$ cat src/rtl/seq_mul_div_if.sv
// Request/result bundle for the iterative multiply/divide unit.
// Handshake: start is taken only while the unit is idle (busy low); op/a/b are
// captured on that edge, and done pulses for one cycle when results are valid.
interface seq_mul_div_if #(parameter int WIDTH = 8);
  logic                 start;
  logic                 op;
  logic [WIDTH-1:0]     a;
  logic [WIDTH-1:0]     b;
  logic                 busy;
  logic                 done;
  logic [2*WIDTH-1:0]   product;
  logic [WIDTH-1:0]     quotient;
  logic [WIDTH-1:0]     remainder;
  logic                 div_by_zero;
  logic [1:0]           state;

  modport master (
    output start, op, a, b,
    input  busy, done, product, quotient, remainder, div_by_zero, state
  );

  modport slave (
    input  start, op, a, b,
    output busy, done, product, quotient, remainder, div_by_zero, state
  );
endinterface

$ cat src/rtl/seq_mul_div.sv
// Iterative unsigned unit: shift-add multiply (LSB first) or restoring divide
// (MSB first), one bit per cycle over WIDTH cycles, registered results.
module seq_mul_div #(
  parameter int WIDTH = 8
) (
  input logic          clk,
  input logic          rst_n,
  seq_mul_div_if.slave bus
);
  localparam int CW = $clog2(WIDTH);

  typedef enum logic [1:0] {IDLE = 2'd0, CALC = 2'd1, DONE = 2'd2} state_t;

  state_t             state_q, state_d;
  logic [CW-1:0]      cnt;
  logic               op_q;
  logic [WIDTH-1:0]   opa;
  logic [WIDTH-1:0]   opb;
  logic [2*WIDTH-1:0] acc;
  logic               last_step;

  logic [WIDTH:0]     mul_sum;
  logic [2*WIDTH-1:0] mul_next;
  logic [WIDTH:0]     div_shift;
  logic [WIDTH:0]     div_trial;
  logic               div_ok;
  logic [WIDTH-1:0]   div_rem;
  logic [WIDTH-1:0]   div_quot;

  assign last_step = (cnt == CW'(WIDTH - 1));

  // Multiply: the upper half of acc is the running sum, shifted right each step.
  assign mul_sum  = {1'b0, acc[2*WIDTH-1:WIDTH]} + (opb[0] ? {1'b0, opa} : '0);
  assign mul_next = {mul_sum, acc[WIDTH-1:1]};

  // Divide: upper half of acc holds the partial remainder; opa shifts the
  // dividend out at the top and the quotient bits in at the bottom.
  assign div_shift = {acc[2*WIDTH-1:WIDTH], opa[WIDTH-1]};
  assign div_trial = div_shift - {1'b0, opb};
  assign div_ok    = ~div_trial[WIDTH];
  assign div_rem   = div_ok ? div_trial[WIDTH-1:0] : div_shift[WIDTH-1:0];
  assign div_quot  = {opa[WIDTH-2:0], div_ok};

  always_ff @(posedge clk or negedge rst_n) begin
    if (!rst_n) state_q <= IDLE;
    else        state_q <= state_d;
  end

  always_comb begin
    state_d = state_q;
    case (state_q)
      IDLE:    if (bus.start) state_d = CALC;
      CALC:    if (last_step) state_d = DONE;
      DONE:    state_d = IDLE;
      default: state_d = IDLE;
    endcase
  end

  always_ff @(posedge clk or negedge rst_n) begin
    if (!rst_n) begin
      cnt             <= '0;
      op_q            <= 1'b0;
      opa             <= '0;
      opb             <= '0;
      acc             <= '0;
      bus.busy        <= 1'b0;
      bus.done        <= 1'b0;
      bus.product     <= '0;
      bus.quotient    <= '0;
      bus.remainder   <= '0;
      bus.div_by_zero <= 1'b0;
    end else begin
      bus.busy <= (state_d != IDLE);
      bus.done <= (state_d == DONE);
      if (state_q == IDLE && bus.start) begin
        op_q <= bus.op;
        opa  <= bus.a;
        opb  <= bus.b;
        acc  <= '0;
        cnt  <= '0;
      end else if (state_q == CALC) begin
        cnt <= cnt + CW'(1);
        if (!op_q) begin
          acc <= mul_next;
          opb <= opb >> 1;
          if (last_step) begin
            bus.product     <= mul_next;
            bus.div_by_zero <= 1'b0;
          end
        end else begin
          acc <= {div_rem, acc[WIDTH-1:0]};
          opa <= div_quot;
          if (last_step) begin
            bus.quotient    <= div_quot;
            bus.remainder   <= div_rem;
            bus.div_by_zero <= (opb == '0);
          end
        end
      end
    end
  end

  assign bus.state = state_q;
endmodule

$ cat src/flat_wrapper.sv
// flat-port wrapper written by rule: the top's interface ports become plain ports
module seq_mul_div_flat 
#(
  parameter int WIDTH = 8
)
  (clk, rst_n, bus_start, bus_op, bus_a, bus_b, bus_busy, bus_done, bus_product, bus_quotient, bus_remainder, bus_div_by_zero, bus_state);
  seq_mul_div_if #(.WIDTH(WIDTH)) bus_i ();
  input logic clk;
  input logic rst_n;
  input wire logic [$bits(bus_i.start)-1:0] bus_start;
  input wire logic [$bits(bus_i.op)-1:0] bus_op;
  input wire logic [$bits(bus_i.a)-1:0] bus_a;
  input wire logic [$bits(bus_i.b)-1:0] bus_b;
  output wire logic [$bits(bus_i.busy)-1:0] bus_busy;
  output wire logic [$bits(bus_i.done)-1:0] bus_done;
  output wire logic [$bits(bus_i.product)-1:0] bus_product;
  output wire logic [$bits(bus_i.quotient)-1:0] bus_quotient;
  output wire logic [$bits(bus_i.remainder)-1:0] bus_remainder;
  output wire logic [$bits(bus_i.div_by_zero)-1:0] bus_div_by_zero;
  output wire logic [$bits(bus_i.state)-1:0] bus_state;
  assign bus_i.start = bus_start;
  assign bus_i.op = bus_op;
  assign bus_i.a = bus_a;
  assign bus_i.b = bus_b;
  assign bus_busy = bus_i.busy;
  assign bus_done = bus_i.done;
  assign bus_product = bus_i.product;
  assign bus_quotient = bus_i.quotient;
  assign bus_remainder = bus_i.remainder;
  assign bus_div_by_zero = bus_i.div_by_zero;
  assign bus_state = bus_i.state;
  seq_mul_div #(.WIDTH(WIDTH)) u_core (.clk(clk), .rst_n(rst_n), .bus(bus_i));
endmodule
$ cat config.mk
export PLATFORM = sky130hd
export DESIGN_NAME = seq_mul_div_flat
export DESIGN_NICKNAME = d
export VERILOG_FILES = /design/src/rtl/seq_mul_div_if.sv /design/src/rtl/seq_mul_div.sv /design/src/flat_wrapper.sv
export SDC_FILE = /design/constraint.sdc
export NUM_CORES = 1
export LEC_CHECK = 0
export ABC_AREA = 1
export ABC_CLOCK_PERIOD_IN_PS = 1900
export BUFFER_PORTS_ARGS = -buffer_cell sky130_fd_sc_hd__clkbuf_2
export CORE_MARGIN = 5
export CORE_UTILIZATION = 45
export DETAILED_ROUTE_END_ITERATION = 12
export GPL_TIMING_DRIVEN = 0
export PLACE_DENSITY = 0.74
export SYNTH_ARGS = -nofsm -noshare
export SYNTH_HDL_FRONTEND = slang
export SYNTH_SLANG_ARGS = --single-unit
export TNS_END_PERCENT = 10
$ cat constraint.sdc
create_clock -name clk -period 1.9 [get_ports clk]
set_input_delay 0.19 -clock clk [delete_from_list [all_inputs] [get_ports clk]]
set_output_delay 0.19 -clock clk [all_outputs]
set_load 0.005 [all_outputs]
==> results <==
- The highest net fanout along the worst path is 6.
- The path type of the worst min-delay path is input port to register.
- The synthesized netlist devotes roughly 13% of its cell area to compound gates.
- For this run, design rule violations remaining after detail routing come to 0.
- After synthesis, the cell types taking the most area are sky130_fd_sc_hd__dfrtp_1, sky130_fd_sc_hd__nand2_1, sky130_fd_sc_hd__inv_1.
- The detail route stage leaves a number of antenna-violating nets equal to 0.
- The flow ran to the end, but the final reports show violations.
- The internal power contribution is 5.89 mW.
- The total global routing overflow is 0.
- The share of the synthesized netlist area taken by xor and xnor gates is 1.33%.
- The initial antenna violation count is 0.
- The congestion estimate from routability-driven global placement came to 0.945.
- The detailed placer's ending HPWL is 7210 um.
- The count of input and output buffers is 56.
- The tool flagged a number of max-cap violations equal to 0.
- The dominant synthesized flop cell is sky130_fd_sc_hd__dfrtp_1.
- The combinational share of power is 62.6%.
- In this run switching power makes up between 40 and 50% of total power.
- The cell depth of the worst flop-to-flop path is 13.
- The wire length on met2 is ~5200 um.
- The part of the cycle the worst path needs is 107%.
- Synthesis inferred 72 register bits.
- Measured along the x axis, the die boundary spans about 100 um.
- The layout cell share with drive strength beyond 1 is 32.0%.
- The startpoint identified for the worst hold timing path is bus_op.
- Clock-pin slew was measured on the worst setup and hold paths at about 0.08 ns.
- The relative max-transition margin is between 50% and 60%.
- The detailed-route wire length on metal 1 is between 4000 and 5000 um.
- The final reports fail on negative setup slack.
- The number of distinct standard cells referenced by the synthesized netlist is 37.
- Summing the sequential cell areas from Yosys gives 45.8% of the chip area.
- After layout, the worst setup slack is -0.139 ns.
- The die covers 0.0107 sq mm.
- The library cell used most frequently in the layout, excluding fill and tap cells, is sky130_fd_sc_hd__nand2_1.
- The mux contribution to synthesized area is 1.43%.
- The total via count in the routed design is 3,543.
- Summing the areas of all and, or, nand and nor instances in the mapped netlist gives approximately 22% of the synthesized area.
- In this run the count of I/O pins placed on the die edge is 57.
- The worst setup path is launched from a register.
- The first detailed-routing pass took 5 iterations.
- Relative to the synthesized area, the layout overhead comes to 29.4%.
- The first-pass GRT wire length is approximately 17,000 um.
- Setup repair after global routing could not meet its margin everywhere.
- Counting flops with an async set or reset pin after synthesis yields a share of 100%.
- In the final routed layout, each cell accounts on average for 15.6 um.
- The area inside the core boundary is 0.00864 sq mm.
- The critical path in this run is classified as register to register.
- After detailed routing, the met3 layer carries 503 um of wire.
- Using the TritonRoute via totals, the vias-per-cell ratio works out to 5.34.
- The count of cells along the worst hold path is 3.
- The overall routed net length is 10,400 um.
- Derived from the worst setup path, the maximum achievable clock frequency is 490 MHz.
- The share of total power dissipated in sequential elements is 24.9%.
- 0 antenna diodes ended up in the layout.
- For this design the ratio of total power to cell area is 2200 mW/mm^2.
- The setup clock skew after layout is ~0.014 ns.
- The endpoint of the worst register-to-register path is u_core.acc[8]$_DFFE_PN0P_.
- Clock tree synthesis inserted a total of 9 buffers.
- The endpoint of the worst hold-timing path is u_core.op_q$_DFFE_PN0P_.
- IR analysis of the VDD net gives a maximum drop of between 1 and 1.5 mV.
- TritonCTS built the clock tree.
- The number of design-rule violations left by the first detailed-router iteration is around 230.
- The synthesized netlist occupies a cell area of slightly below 0.004 sq mm.
- For this configuration, the core starts out at a cell density of between 40 and 50%.
- The final number of hold-violating endpoints is 0.
- By area, the combinational part of the netlist is dominated by simple AND/OR/NAND/NOR gates.
- The final-report max-slew violation count is 0.
- The cell area reported after detailed placement is 0.00440 sq mm.
- The tree is rooted in a sky130_fd_sc_hd__clkbuf_8.
- STA puts the critical path data arrival time at 2.33 ns.
- The share of synthesized area in the top cell type comes to 45.8%.
- The clock latency of the later-clocked register in the worst-skew pair is about 0.36 ns.
- Of the total power, the clock network draws approximately an eighth.
- The post-route minimum period is ~2.0 ns.
- The H-tree was split into 3 levels.
- The maximum buffer depth of the clock tree is 2.
- The synthesized design contains 0 enable-type register cells.
- The data required time at the worst endpoint is 2.19 ns.
- In the global route stage, overall resource usage came out at 19.4%.
- The area share of fa/ha/maj cells after synthesis is 7.05%.
- The finished cells cover 0.00509 sq mm.
- The pin count of the biggest net entering global routing is 49.
- At the pin with the least slew margin, the transition time is between 0.6 and 0.7 ns.
- The count of standard-cell rows is 34.
- For this design the static power due to leakage is 2.66 nW.
- The reg-to-reg setup timing slack is -0.14 ns.
- The core utilization of the finished layout is around three fifths.
- For this run, the number of Yosys warnings is 0.
- The number of global-route vias before repair is about 3.5k.
- The net load switching power is about 5.3 mW.
- STA classifies the critical path endpoint as a register.
- Synthesis produced a netlist whose cell count is roughly 470.
- The worst register-to-register path begins at u_core.opa[7]$_DFFE_PN0P_.
- The highest layer touched by signal routing is met4.
- The die height is between 100 and 150 um.
- The setup-violating endpoint count in the final report is 18.
- In the layout the commonest cells are sky130_fd_sc_hd__nand2_1, sky130_fd_sc_hd__dfrtp_1, sky130_fd_sc_hd__inv_1.
- The final layout contains between 500 and 600 nets.
- The cell taking the most area after synthesis is sky130_fd_sc_hd__dfrtp_1.
- The number of nets handed over by synthesis was 506.
- The CTS sink count is 72.
- A synthesized cell averages 8.47 sq um.
-- how the worst max path moves through the flow --
stage	start	end	slack [ns]	cells past startpoint
6_report	u_core.opa[7]$_DFFE_PN0P_	u_core.acc[8]$_DFFE_PN0P_	-0.14	13
2_1_floorplan	u_core.opb[0]$_DFFE_PN0P_	u_core.bus.product[11]$_DFFE_PN0P_	-0.02	9
4_1_cts	u_core.opa[7]$_DFFE_PN0P_	u_core.acc[9]$_DFFE_PN0P_	-0.08	13
3_3_place_gp	u_core.opb[0]$_DFFE_PN0P_	u_core.acc[13]$_DFFE_PN0P_	-0.24	14
5_1_grt	u_core.opa[7]$_DFFE_PN0P_	u_core.acc[8]$_DFFE_PN0P_	-0.22	13
3_5_place_dp	u_core.opa[7]$_DFFE_PN0P_	u_core.acc[14]$_DFFE_PN0P_	-0.32	13
-- sequential cells by signal, summed over array words and instances (netlist names) --
signal and cells:
u_core.bus.product 16, u_core.acc 15, u_core.bus.quotient 8, u_core.bus.remainder 8, u_core.opa 8, u_core.opb 8
u_core.cnt 3, u_core.bus.state 2, u_core.bus.busy 1, u_core.bus.div_by_zero 1, u_core.bus.done 1, u_core.op_q 1
-- cell families after synthesis --
logic type                 Yosys count
AOI/OAI and AO/OA                   86
adders and majority gates           21
muxes                                5
DFF                                 72
buffers and inverters               85
xor gates and xnor gates             6
and+or+nand+nor                    190
-- per-layer routing --
layer  GRT usage [%]  up-vias
met5               0        -
met4            7.87        0
met3            4.42       24
met2            31.3      118
met1            25.0     1706
li1                -     1695
-- synth_stat cells, drive strengths merged, types with 6 or more instances --
| master | instances |
|---|---|
| nand3 | 31 |
| buf | 10 |
| dfrtp | 72 |
| inv | 71 |
| a21oi | 19 |
| o211ai | 13 |
| nand3b | 6 |
| nand2 | 124 |
| nor2 | 24 |
| ha | 19 |
| o21ai | 38 |
| o22ai | 8 |
-- power groups by stage --
stage               clock network (mW)  logic [mW]  registers [mW]
finish                            1.41        7.00            2.78
global route                      1.48        7.73            2.87
CTS                               1.40        6.41            2.74
detailed placement                   0        5.44            2.73
global placement                     0        5.25            2.70
floorplan                            0        3.98            2.67
-- critical path, stage by stage, from the launching register on --
cell	delay, ns
sky130_fd_sc_hd__dfrtp_1	0.40
sky130_fd_sc_hd__inv_2	0.09
sky130_fd_sc_hd__ha_4	0.14
sky130_fd_sc_hd__inv_4	0.04
sky130_fd_sc_hd__fa_2	0.34
sky130_fd_sc_hd__nand2_2	0.09
sky130_fd_sc_hd__nand2_4	0.07
sky130_fd_sc_hd__nand3_4	0.10
sky130_fd_sc_hd__nand2_4	0.08
sky130_fd_sc_hd__nand2_8	0.12
sky130_fd_sc_hd__nand2_8	0.08
sky130_fd_sc_hd__nand2_1	0.12
sky130_fd_sc_hd__nand3_1	0.15
sky130_fd_sc_hd__a21oi_2	0.16
-- timing repair --
item,CTS,global route
hold buffers,1,0
setup endpoints to repair,24,25
gates resized for setup,40,31
hold endpoints to repair,24,0
pin swaps,27,16
gates cloned,2,0
setup buffers,13,2
-- metrics by stage --
stage	setup slack (ns)	instances	hold slack (ns)	total power [mW]	TNS [ns]
global route	-0.223	664	0.0514	12.1	-2.53
finish	-0.139	664	0.0419	11.2	-0.995
global placement	-0.244	629	0.403	7.94	-4.09
detailed placement	-0.316	630	0.162	8.17	-5.27
CTS	-0.0807	662	0.0430	10.6	-0.949
floorplan	-0.0170	465	-0.106	6.64	-0.0202
-- final cells by class --
cell class	instances	area, sq um
flip-flops and latches	72	1800
inverters	72	274
clock inverters	7	103
repair buffers	73	457
fillers	739	3540
plain buffers	13	105
clock buffers	9	124
well taps	108	135
multi-input cells	310	2090
Power figures use the tool's default switching activity.
